**src/rtl/serial_alu_ctrl.sv**
```systemverilog
// Bit-serial sequencer for a single 1-bit ALU slice: latches operands, feeds the
// slice LSB first with carry feedback, and assembles the WIDTH-bit result.
//
//  state  | meaning
//  -------+------------------------------------------------------------
//  S_IDLE | waiting for start; result/carry_out hold last operation
//  S_RUN  | one operand bit per cycle through the slice, WIDTH cycles
//  S_DONE | one-cycle done pulse; start here re-enters RUN without a gap
module serial_alu_ctrl #(
   parameter int WIDTH = 8
) (
   input  logic             clk_i,
   input  logic             rst_i,
   input  logic             start_i,
   input  logic [2:0]       mode_i,
   input  logic [WIDTH-1:0] op_a_i,
   input  logic [WIDTH-1:0] op_b_i,
   input  logic             carry_in_i,
   output logic             busy_o,
   output logic             done_o,
   output logic [WIDTH-1:0] result_o,
   output logic             carry_out_o,
   output logic [2:0]       alu_m_o,
   output logic             alu_a_o,
   output logic             alu_b_o,
   output logic             alu_c_o,
   input  logic             alu_out_i,
   input  logic             alu_next_i
);

   localparam int CW = (WIDTH > 1) ? $clog2(WIDTH) : 1;
   localparam logic [CW-1:0] CNT_LAST = CW'(WIDTH - 1);

   typedef enum logic [1:0] {
      S_IDLE = 2'd0,
      S_RUN  = 2'd1,
      S_DONE = 2'd2
   } state_t;

   state_t            state_q;
   logic [CW-1:0]     cnt_q;
   logic [WIDTH-1:0]  a_sh_q;
   logic [WIDTH-1:0]  b_sh_q;
   logic [WIDTH-1:0]  result_q;
   logic [2:0]        m_q;
   logic              cy_q;
   logic              carry_out_q;
   logic              busy_q;
   logic              done_q;

   always_ff @(posedge clk_i) begin
      if (rst_i) begin
         state_q     <= S_IDLE;
         cnt_q       <= '0;
         a_sh_q      <= '0;
         b_sh_q      <= '0;
         result_q    <= '0;
         m_q         <= 3'b000;
         cy_q        <= 1'b0;
         carry_out_q <= 1'b0;
         busy_q      <= 1'b0;
         done_q      <= 1'b0;
      end else begin
         done_q <= 1'b0;
         case (state_q)
            S_IDLE, S_DONE: begin
               if (start_i) begin
                  a_sh_q      <= op_a_i;
                  b_sh_q      <= op_b_i;
                  m_q         <= mode_i;
                  cy_q        <= carry_in_i;
                  cnt_q       <= '0;
                  result_q    <= '0;
                  carry_out_q <= 1'b0;
                  busy_q      <= 1'b1;
                  state_q     <= S_RUN;
               end else begin
                  state_q <= S_IDLE;
               end
            end
            S_RUN: begin
               // Slice output enters at the MSB so bit 0 lands at result[0] after WIDTH shifts.
               result_q <= {alu_out_i, result_q[WIDTH-1:1]};
               cy_q     <= alu_next_i;
               a_sh_q   <= a_sh_q >> 1;
               b_sh_q   <= b_sh_q >> 1;
               if (cnt_q == CNT_LAST) begin
                  carry_out_q <= alu_next_i;
                  busy_q      <= 1'b0;
                  done_q      <= 1'b1;
                  state_q     <= S_DONE;
               end else begin
                  cnt_q <= cnt_q + CW'(1);
               end
            end
            default: begin
               busy_q  <= 1'b0;
               state_q <= S_IDLE;
            end
         endcase
      end
   end

   // The carry register keeps the last 'next' after RUN, so slice inputs are gated by busy.
   assign alu_a_o     = busy_q & a_sh_q[0];
   assign alu_b_o     = busy_q & b_sh_q[0];
   assign alu_c_o     = busy_q & cy_q;
   assign alu_m_o     = m_q;
   assign busy_o      = busy_q;
   assign done_o      = done_q;
   assign result_o    = result_q;
   assign carry_out_o = carry_out_q;

endmodule
```
**config.mk**
```make
export PLATFORM = sky130hd
export DESIGN_NAME = serial_alu_ctrl
export DESIGN_NICKNAME = d
export VERILOG_FILES = /design/src/rtl/serial_alu_ctrl.sv
export SDC_FILE = /design/constraint.sdc
export NUM_CORES = 1
export LEC_CHECK = 0
export ABC_CLOCK_PERIOD_IN_PS = 2750
export CAP_MARGIN = 20
export CORE_MARGIN = 1
export CORE_UTILIZATION = 51
export DETAILED_ROUTE_END_ITERATION = 10
export PLACE_DENSITY = 0.83
export REMOVE_ABC_BUFFERS = 1
export SLEW_MARGIN = 30
export SYNTH_ARGS = -nofsm -noshare
export SYNTH_HDL_FRONTEND = slang
export SYNTH_SLANG_ARGS = --single-unit
```
**constraint.sdc**
```tcl
create_clock -name clk_i -period 2.75 [get_ports clk_i]
set_input_delay 0.55 -clock clk_i [delete_from_list [all_inputs] [get_ports clk_i]]
set_output_delay 0.55 -clock clk_i [all_outputs]
set_load 0.05 [all_outputs]
```
==> results.sh <==
export IMPL_die_area_mm2=0.00324
export IMPL_number_of_cts_inserted_buffers=5
export IMPL_yosys_register_bits=36
export IMPL_clk_latency_ps=360
export IMPL_cp_slowest_stage_delay_ps=790
export IMPL_detailedPlacementHpwl_um=2110
export IMPL_num_vias=1381
export IMPL_worstSetupPathType="reg -> out"
export IMPL_grt_use_met3_pct=5.90
export IMPL_cp_num_buf_inv=1
export IMPL_path_cells="and2_1 > clkdlybuf4s50_1"
export IMPL_end_kind="output pin"
export IMPL_max_slew_worst_pin_slew_ps=627
export IMPL_initialDrtViolationCount=32
export IMPL_mappedNetlistArea_mm2=0.00154
export IMPL_synthDominantAreaCellType="sky130_fd_sc_hd__dfxtp_1"
export IMPL_post_synth_top_count_cell="sky130_fd_sc_hd__nand2_1"
export IMPL_synth_seq_area_share_pct=46.8
export IMPL_ys_top_cells_by_area="sky130_fd_sc_hd__dfxtp_1, sky130_fd_sc_hd__a311oi_2, sky130_fd_sc_hd__nand2_1, sky130_fd_sc_hd__a21oi_1, sky130_fd_sc_hd__nand3_1"
export IMPL_hold_viol=0
export IMPL_clock_root_buffer="sky130_fd_sc_hd__clkbuf_4"
export IMPL_netlist_cell_type_count=20
export IMPL_finalSetupViolations=0
export IMPL_core_area_mm2=0.00281
export IMPL_fin_ws_ps=529
export IMPL_antenna_cells_inserted=0
export IMPL_power_uw=1140
export IMPL_postSynth_topFlopCell="sky130_fd_sc_hd__dfxtp_1"
export IMPL_worst_ep_required_time_ps=2200
export IMPL_cp_data_arrival_time_ps=1670
export IMPL_routabilityCongestion=0.716
export IMPL_top_usage_layer="met2"
export IMPL_detailed_route_wl_um=3220
export IMPL_fraction_of_synthesized_area_in_multiplexers_pct=0
export IMPL_synth_yosys_warnings=0
export IMPL_use_met1_pct=23.7
export IMPL_bufs_on_longest_clock_path=2
export IMPL_detailed_router_iteration_count_before_antenna_repair=7
export IMPL_power_leakage_uw=0.000724
export IMPL_setup_worst_path_start_class="flop"
export IMPL_report_final_slew_viol_count=0
export IMPL_finClkSkew_ps=12.6
export IMPL_stdcell_area_mm2=0.00201
export IMPL_grt_pass1_vias=1282
export IMPL_place_port_buffers=41
export IMPL_unrepaired_setup_endpoints_after_global_routing="no"
export IMPL_critical_path_peak_fanout=5
export IMPL_cts_clk_slew_worst_paths_ps=120
export IMPL_fp_row_count=19
export IMPL_cell_pwr_density_mw_per_mm2=567
export IMPL_groute_layer_met2_usage_pct=36.0
export IMPL_avgViaCountPerCell=5.55
export IMPL_placedInstanceArea_mm2=0.00193
export IMPL_final_period_utilization_pct=80.8
export IMPL_slew_limit_headroom_pct=58.1
export IMPL_finalNetCount=244
export IMPL_antenna_violations_before_repair=0
export IMPL_synth_compound_area_share_pct=19.9
export IMPL_synth_async_sr_flop_share_pct=0
export IMPL_post_cts_buffers=0
export IMPL_yosys_top_cells_count="sky130_fd_sc_hd__nand2_1, sky130_fd_sc_hd__dfxtp_1, sky130_fd_sc_hd__a21oi_1"
export IMPL_total_of_cells_resized_after_clock_tree_synthesis=0
export IMPL_drt_antenna_violating_nets=0
export IMPL_start_util_pct=54.9
export IMPL_run_status="complete, but fails checks"
export IMPL_post_route_min_period_ps=2220
export IMPL_grt_total_usage_pct=20.8
export IMPL_postSynthAreaPerCell_um2=8.55
export IMPL_detailed_route_drc_error_count=4
export IMPL_tritoncts="yes"
export IMPL_failed_checks="DRC"
export IMPL_synth_xor_area_share_pct=0
export IMPL_die_height_um=56.9
export IMPL_fillers=243
export IMPL_cpLargestDelayFamily="buffers and inverters"
export IMPL_grt_overflow_total=0
export IMPL_floorplan_io_pins=42
export IMPL_synth_largest_type_area_fraction_pct=46.8
export IMPL_synth_fa_ha_area_share_pct=1.63
export IMPL_multi_input_comb_area_um2=728
export IMPL_die_w_um=56.9
export IMPL_synth_edf_count=0
export IMPL_synth_top_family_by_area="simple AND/OR/NAND/NOR gates"
export IMPL_grt_start_max_net_pins=37
export IMPL_register_area_um2=721
export IMPL_finalSetupTns_ps=0
export IMPL_area_growth_pct=30.5
export IMPL_synthSimpleGateAreaFrac_pct=25.8
export IMPL_syn_instance_count=180
export IMPL_global_route_wire_length_before_repair_um=5280
export IMPL_min_path_type="reg -> reg"
export IMPL_fmaxAchievable_ghz=0.450
export IMPL_layout_drive_gt1_share_pct=11.5
export IMPL_post_place_setup_slack_ps=878
export IMPL_critical_path_slowest_cell="sky130_fd_sc_hd__clkdlybuf4s50_1"
export IMPL_average_wire_length_per_cell_after_detail_routing_um=12.9
export IMPL_clock_tree_htree_level_count=2
export IMPL_postCtsHoldBufs=0
export IMPL_clkSinkCount=36
export IMPL_max_cap_viol_count=0
export IMPL_fin_util_pct=71.6
export IMPL_worst_vdd_drop_mv=0.460
[flip-flops by register name (all words and copies together), names as in the netlist]
register and count:
carry_out_o 1, state_q 2, cnt_q 3, alu_m_o 3, b_sh_q 8, cy_q 1
a_sh_q 8, done_o 1, busy_o 1, result_o 8
[path summary, 6_finish.rpt]
kind,cells past startpoint,from,slack [ps],endpoint
worst min register to register,2,result_o[1],470,result_o[0]
worst max register to register,4,state_q[1],1120,b_sh_q[0]
worst max-delay path,2,busy_o,530,alu_c_o
worst min-delay path,2,result_o[1],470,result_o[0]
[metrics by stage]
stage	hold slack [ps]	std cells
2_1_floorplan	442	165
3_3_place_gp	446	241
3_5_place_dp	456	241
4_1_cts	475	249
5_1_grt	489	249
6_report	474	249
[cell usage in the layout (no fill, tap or decap), types with 2 or more instances in the layout]
cell type,netlist,final
sky130_fd_sc_hd__a21oi_1,19,19
sky130_fd_sc_hd__a311oi_1,3,3
sky130_fd_sc_hd__a311oi_2,12,12
sky130_fd_sc_hd__and2_1,3,3
sky130_fd_sc_hd__buf_4,3,4
sky130_fd_sc_hd__clkbuf_4,0,5
sky130_fd_sc_hd__clkdlybuf4s50_1,0,41
sky130_fd_sc_hd__dfxtp_1,36,36
sky130_fd_sc_hd__ha_1,2,2
sky130_fd_sc_hd__nand2_1,48,48
sky130_fd_sc_hd__nand2b_1,3,3
sky130_fd_sc_hd__nand3_1,15,15
sky130_fd_sc_hd__nor2_1,18,18
sky130_fd_sc_hd__nor2b_1,2,2
[metal layers]
layer	vias up	share of wire, %
li1	689	-
met1	645	45
met4	0	1.8
met2	39	47
met5	-	0
met3	8	6.6
[power by group]
part / internal [µW] / switching (µW) / total [µW]
Combinational: 84.1 / 110 / 194
Sequential: 553 / 18.2 / 571
Clock: 189 / 184 / 373
Total: 826 / 312 / 1140
[tightest hold or removal path, delay by kind of cell, from the launching register on]
kind | cells | cell delay (ps)
AO/OA/AOI/OAI | 1 | 50
flip-flops | 1 | 340
AND/OR/NAND/NOR | 1 | 60
[cell families after synthesis]
family,after synthesis
fa+ha+maj,2
buf+inv,15
compound gates,35
flops,36
simple gates,92
[final cells by class]
type,count,share of cell area [%]
Clock buffer,5,1.87
Clock inverter,3,2.12
Multi-Input combinational cell,129,36.3
Sequential cell,36,35.9
Tap cell,31,1.93
Timing Repair Buffer,45,21.9
Power figures use the tool's default switching activity.
